[src/rtl/rgb_to_gray_stream.sv]
// RGB to luma converter for AXI4-Stream video: Y = (R*cr + G*cg + B*cb + 128) >> 8.
// Three back-pressurable stages (products, rounded sum, shift) with tuser/tlast riding alongside.
module rgb_to_gray_stream #(
  parameter int DATA_WIDTH = 8,
  parameter int COEF_R     = 77,
  parameter int COEF_G     = 150,
  parameter int COEF_B     = 29
) (
  input  logic                    i_sys_clk,
  input  logic                    i_sys_aresetn,
  input  logic [3*DATA_WIDTH-1:0] s_axis_tdata,
  input  logic                    s_axis_tvalid,
  input  logic                    s_axis_tuser,
  input  logic                    s_axis_tlast,
  output logic                    s_axis_tready,
  output logic [DATA_WIDTH-1:0]   m_axis_tdata,
  output logic                    m_axis_tvalid,
  output logic                    m_axis_tuser,
  output logic                    m_axis_tlast,
  input  logic                    m_axis_tready
);
  localparam int PROD_W = DATA_WIDTH + 8;
  localparam int SUM_W  = DATA_WIDTH + 10;
  localparam logic [7:0]       CR    = 8'(COEF_R);
  localparam logic [7:0]       CG    = 8'(COEF_G);
  localparam logic [7:0]       CB    = 8'(COEF_B);
  localparam logic [SUM_W-1:0] ROUND = SUM_W'(128);

  if (COEF_R + COEF_G + COEF_B != 256) begin : g_coef_check
    $error("rgb_to_gray_stream: COEF_R + COEF_G + COEF_B must equal 256");
  end

  logic [DATA_WIDTH-1:0] comp_r, comp_g, comp_b;
  assign comp_g = s_axis_tdata[DATA_WIDTH-1:0];
  assign comp_b = s_axis_tdata[2*DATA_WIDTH-1:DATA_WIDTH];
  assign comp_r = s_axis_tdata[3*DATA_WIDTH-1:2*DATA_WIDTH];

  logic [PROD_W-1:0]     p_r, p_g, p_b;
  logic                  v1, u1, l1;
  logic [SUM_W-1:0]      sum2;
  logic                  v2, u2, l2;
  logic [DATA_WIDTH-1:0] y3;
  logic                  v3, u3, l3;
  logic                  ready_en;
  logic                  r1, r2, r3;

  // Handshake: a beat moves on an edge where valid & ready are both high; valid never waits on
  // ready, and each stage loads whenever it is empty or its successor is moving on this cycle.
  assign r3 = !v3 | m_axis_tready;
  assign r2 = !v2 | r3;
  assign r1 = !v1 | r2;
  // ready_en holds tready low through reset and for the first edge after release.
  assign s_axis_tready = r1 & ready_en;

  assign m_axis_tdata  = y3;
  assign m_axis_tvalid = v3;
  assign m_axis_tuser  = u3;
  assign m_axis_tlast  = l3;

  always_ff @(posedge i_sys_clk or negedge i_sys_aresetn) begin
    if (!i_sys_aresetn) begin
      ready_en <= 1'b0;
      v1 <= 1'b0; u1 <= 1'b0; l1 <= 1'b0;
      p_r <= '0; p_g <= '0; p_b <= '0;
      v2 <= 1'b0; u2 <= 1'b0; l2 <= 1'b0;
      sum2 <= '0;
      v3 <= 1'b0; u3 <= 1'b0; l3 <= 1'b0;
      y3 <= '0;
    end else begin
      ready_en <= 1'b1;
      if (r1) begin
        v1 <= s_axis_tvalid & ready_en;
        u1 <= s_axis_tuser;
        l1 <= s_axis_tlast;
      end
      if (r1 && s_axis_tvalid) begin
        p_r <= {8'b0, comp_r} * {{DATA_WIDTH{1'b0}}, CR};
        p_g <= {8'b0, comp_g} * {{DATA_WIDTH{1'b0}}, CG};
        p_b <= {8'b0, comp_b} * {{DATA_WIDTH{1'b0}}, CB};
      end
      if (r2) begin
        v2 <= v1;
        u2 <= u1;
        l2 <= l1;
        if (v1) sum2 <= {2'b0, p_r} + {2'b0, p_g} + {2'b0, p_b} + ROUND;
      end
      if (r3) begin
        v3 <= v2;
        u3 <= u2;
        l3 <= l2;
        if (v2) y3 <= sum2[SUM_W-3:8];
      end
    end
  end
endmodule

[config.mk]
export PLATFORM = sky130hd
export DESIGN_NAME = rgb_to_gray_stream
export DESIGN_NICKNAME = d
export VERILOG_FILES = /design/src/rtl/rgb_to_gray_stream.sv
export SDC_FILE = /design/constraint.sdc
export NUM_CORES = 1
export LEC_CHECK = 0
export CORE_UTILIZATION = 40
export DETAILED_ROUTE_END_ITERATION = 10
export HOLD_SLACK_MARGIN = 0.05
export PLACE_DENSITY_LB_ADDON = 0.05
export SETUP_SLACK_MARGIN = 0.3
export SYNTH_ARGS = -nofsm -noshare
export SYNTH_HDL_FRONTEND = slang
export SYNTH_SLANG_ARGS = --single-unit
[constraint.sdc]
create_clock -name i_sys_clk -period 6.6 [get_ports i_sys_clk]
set_input_delay 1.32 -clock i_sys_clk [delete_from_list [all_inputs] [get_ports i_sys_clk]]
set_output_delay 1.32 -clock i_sys_clk [all_outputs]
set_load 0.03 [all_outputs]
==> out/results.tsv <==
stage	metric	value	unit
status	status	complete, no violations	
timing	final.setup.worst_slack	1.76	ns
cts	cts_max_path_buffers	2	
cts	ctsRootBufferMaster	clkbuf_16	
critical_path	r2r_end	sum2[13]	
logic_synthesis	mean_instance_size_in_the_synthesized_netlist	9.88	um^2
timing	unrepaired_setup_endpoints_after_global_routing	no	
detailed_routing	avgRoutedWirePerCell	13.0	um
die	initial_core_util	0.415	
critical_path	worstReg2RegStart	p_r[6]	
timing	slew-limit-headroom	0.416	
timing	hold_viol	0	
finish	final_nets	882	
logic_synthesis	post-synth-top-count-cell	ha_1	
logic_synthesis	synthDistinctLibCells	44	
logic_synthesis	ys.flop_type	dfrtp_1	
logic_synthesis	synth-edff-count	0	
min_path	hold-path-endpoint	v1	
cts	cts_resized	0	
cts	htree_levels	3	
placed_design	post_dp_cell_area	7020	um^2
critical_path	worst_setup_path_end_kind	flip-flop	
pwr	worst_supply_voltage_drop_on_vdd	0.000239	V
timing	setup_viol	0	
finish	fillerInstances	1485	
global_routing	grt_max_degree	70	
critical_path	crit_arrival	5.03	ns
logic_synthesis	synthesis.area	6370	um^2
timing	hold-worst-slack	0.468	ns
logic_synthesis	syn-num-nets	838	
timing	final.setup.tns	0	ns
placed_design	preCtsSetupSlack	1.39	ns
finish	antenna_cells_inserted	0	
critical_path	worst_path_most_repeated_cell	ha_1	
critical_path	cp.buffers_inverters	3	
logic_synthesis	netlist_top_cells_area	dfrtp_1 27%, ha_1 25%, fa_1 12%, inv_1 6.8%, mux2_2 4.6%	
detailed_routing	drt_drc_violations_left	0	
critical_path	start_kind	input port	
timing	pin_slew_with_the_least_headroom_to_its_limit	0.876	ns
die	top_level_pins	42	
cts	clkSlewWorstSetupHoldPaths	0.06	ns
min_path	hold-path-cell-count	2	
critical_path	cells_along_the_critical_path	clkdlybuf4s50_1, ha_1, ha_1, inv_1, fa_1, fa_1, inv_1, ha_1, o21a_1, a2111oi_1, o41ai_2, xnor2_1, o21ai_0	
timing	final-max-slew-violation-count	0	
global_routing	overflow	0	
detailed_routing	initialDrtViolationCount	135	
critical_path	timing.critical_path.fanout_max	6	
timing	final.setup_skew	0.00463	ns
pwr	pwr_density_cell	436	nW/um^2
job	maxCapViolations	0	
logic_synthesis	synth.yosys.seq_area_share	0.271	
logic_synthesis	post-synth-top-area-cell	dfrtp_1	
detailed_routing	num_vias	4386	
die	placement_rows	45	
finish	fin_area	7330	um^2
die	chipWidth	128	um
critical_path	worst_ep_required_time	6.79	ns
logic_synthesis	postSynthCellCount	645	
logic_synthesis	async_reset_ff_frac	1.00	
global_routing	total_global_routing_track_utilization	0.158	
die	fp.dieH	128	um
finish	drive_gt1_frac	0.0750	
cts	cts_setup_buffers	0	
detailed_routing	viasPerCell	4.85	
placed_design	globalplace.congestion	0.789	
min_path	min_from	ready_en	
cts	numClockSinks	69	
global_routing	global_route_wire_length_before_repair	20.2	mm
die	core_area	15400	um^2
cts	worstSkewPairLatency	0.34	ns
timing	maxClockFrequency	206	MHz
cts	cts_hold_buffers	0	
detailed_routing	drt-total-wl	11.8	mm
min_path	holdCritPathClass	flip-flop to flip-flop	
logic_synthesis	synth_common_cells	125 x ha_1, 115 x inv_1, 69 x dfrtp_1	
finish	syn2layout_area_growth	15.0	%
die	overall_die_area	16400	um^2
critical_path	worst_r2r_path_depth	11	
critical_path	cell_type_of_the_slowest_stage_on_the_worst_timing_path	clkdlybuf4s50_1	
logic_synthesis	top_cell_type_s_share_of_synthesized_area	0.271	
placed_design	dp_hpwl	9.86	mm
global_routing	grt_pass1_vias	4353	
placed_design	place.port_buffers	41	
logic_synthesis	ys_warn_count	0	
pwr	cellLeakagePower	3.70	nW
critical_path	critical_path.top_delay_family	adder cells	
critical_path	timing.setup.critical_path_class	input port to flip-flop	
global_routing	antenna_found_initial	0	
critical_path	slowest_delay	0.59	ns
cts	tritoncts	built	
detailed_routing	ant_nets	0	
detailed_routing	first_drt_pass_iteration_count	4	
critical_path	reg2reg_slack	3.46	ns
timing	timing.final.crit_share	0.734	
logic_synthesis	ys_ff_latch	69	
cts	tritoncts.num_buffers	9	
timing	post-route-min-period	4.84	ns
[how the worst max path moves through the flow]
stage | from | end | slack [ns] | depth (start not counted)
final | s_axis_tdata[21] | p_r[12] | 1.76 | 13
after global routing | s_axis_tdata[6] | p_g[13] | 1.52 | 14
after CTS | s_axis_tdata[21] | p_r[12] | 1.75 | 13
after detailed placement | s_axis_tdata[21] | p_r[13] | 1.39 | 14
after global placement | s_axis_tdata[21] | p_r[12] | 1.47 | 13
after floorplan | s_axis_tdata[20] | p_r[12] | 2.20 | 12
[power by group]
| group | switching (mW) | internal, mW | leakage [nW] |
|---|---|---|---|
| combinational | 1.15 | 0.884 | 2.72 |
| clock | 0.185 | 0.328 | 0.147 |
| sequential | 0.0863 | 0.568 | 0.837 |
| total | 1.42 | 1.78 | 3.70 |
[registers in the layout, summed over array words and instances, names as in the netlist, 8 cells and up]
name	flops
p_r	15
p_g	15
p_b	13
m_axis_tdata	8
sum2	8
[cell families after synthesis]
logic type	after synthesis	share of synthesized area
fa+ha+maj	163	0.365
other cells	1	0.000588
compound gates	121	0.124
flops	69	0.271
mux	26	0.0459
buf+inv	125	0.0746
xor+xnor	31	0.0426
simple gates	109	0.0769
[placed cells by master (no fill, tap or decap), types with 2 or more instances in the layout]
cell type          n
a211oi_1           5
a21o_1             8
a21oi_1           23
a311o_1            2
a311oi_1           2
a31oi_1            4
and2_1             3
buf_4              2
bufinv_16          2
clkbuf_16          9
clkdlybuf4s50_1   40
clkinvlp_4         2
dfrtp_1           69
fa_1              38
ha_1             125
inv_1            115
mux2_2            26
nand2_1           50
nand2b_1           3
nand3_1           10
nor2_1            18
nor2b_1            5
nor3_1            10
nor3b_1            2
o2111ai_1          3
o211ai_1           2
o21a_1             5
o21ai_0           42
o21ai_1            5
o21bai_1           5
o31ai_1            6
or2_2              3
or3_1              2
xnor2_1           13
xor2_1            18
[final cells by class]
type	count	area (um^2)	share of cell area
multi-input cells	451	4180	0.569
flip-flops and latches	69	1730	0.235
inverters	115	432	0.0589
repair buffers	43	420	0.0573
well taps	211	264	0.0360
clock buffers	9	225	0.0307
clock inverters	6	88.8	0.0121
[worst min-delay path: cells and delay by family (launching register included)]
kind	cells	cell delay [ns]
flops	1	0.33
simple gates	2	0.10
[through the flow]
step | total power, mW | cells | util
4_1_cts | 3.26 | 904 | 0.477
5_1_grt | 3.54 | 904 | 0.477
6_report | 3.20 | 904 | 0.477
3_5_place_dp | 2.72 | 889 | 0.457
3_3_place_gp | 2.69 | 889 | 0.457
2_1_floorplan | 2.23 | 645 | -
[routing by layer]
layer,share of wire,vias up,global-route usage
met3,0.021,9,0.0338
met4,0.010,0,0.0374
met5,0,-,0
li1,-,2265,-
met2,0.47,32,0.263
met1,0.50,2080,0.208
Power figures use the tool's default switching activity.
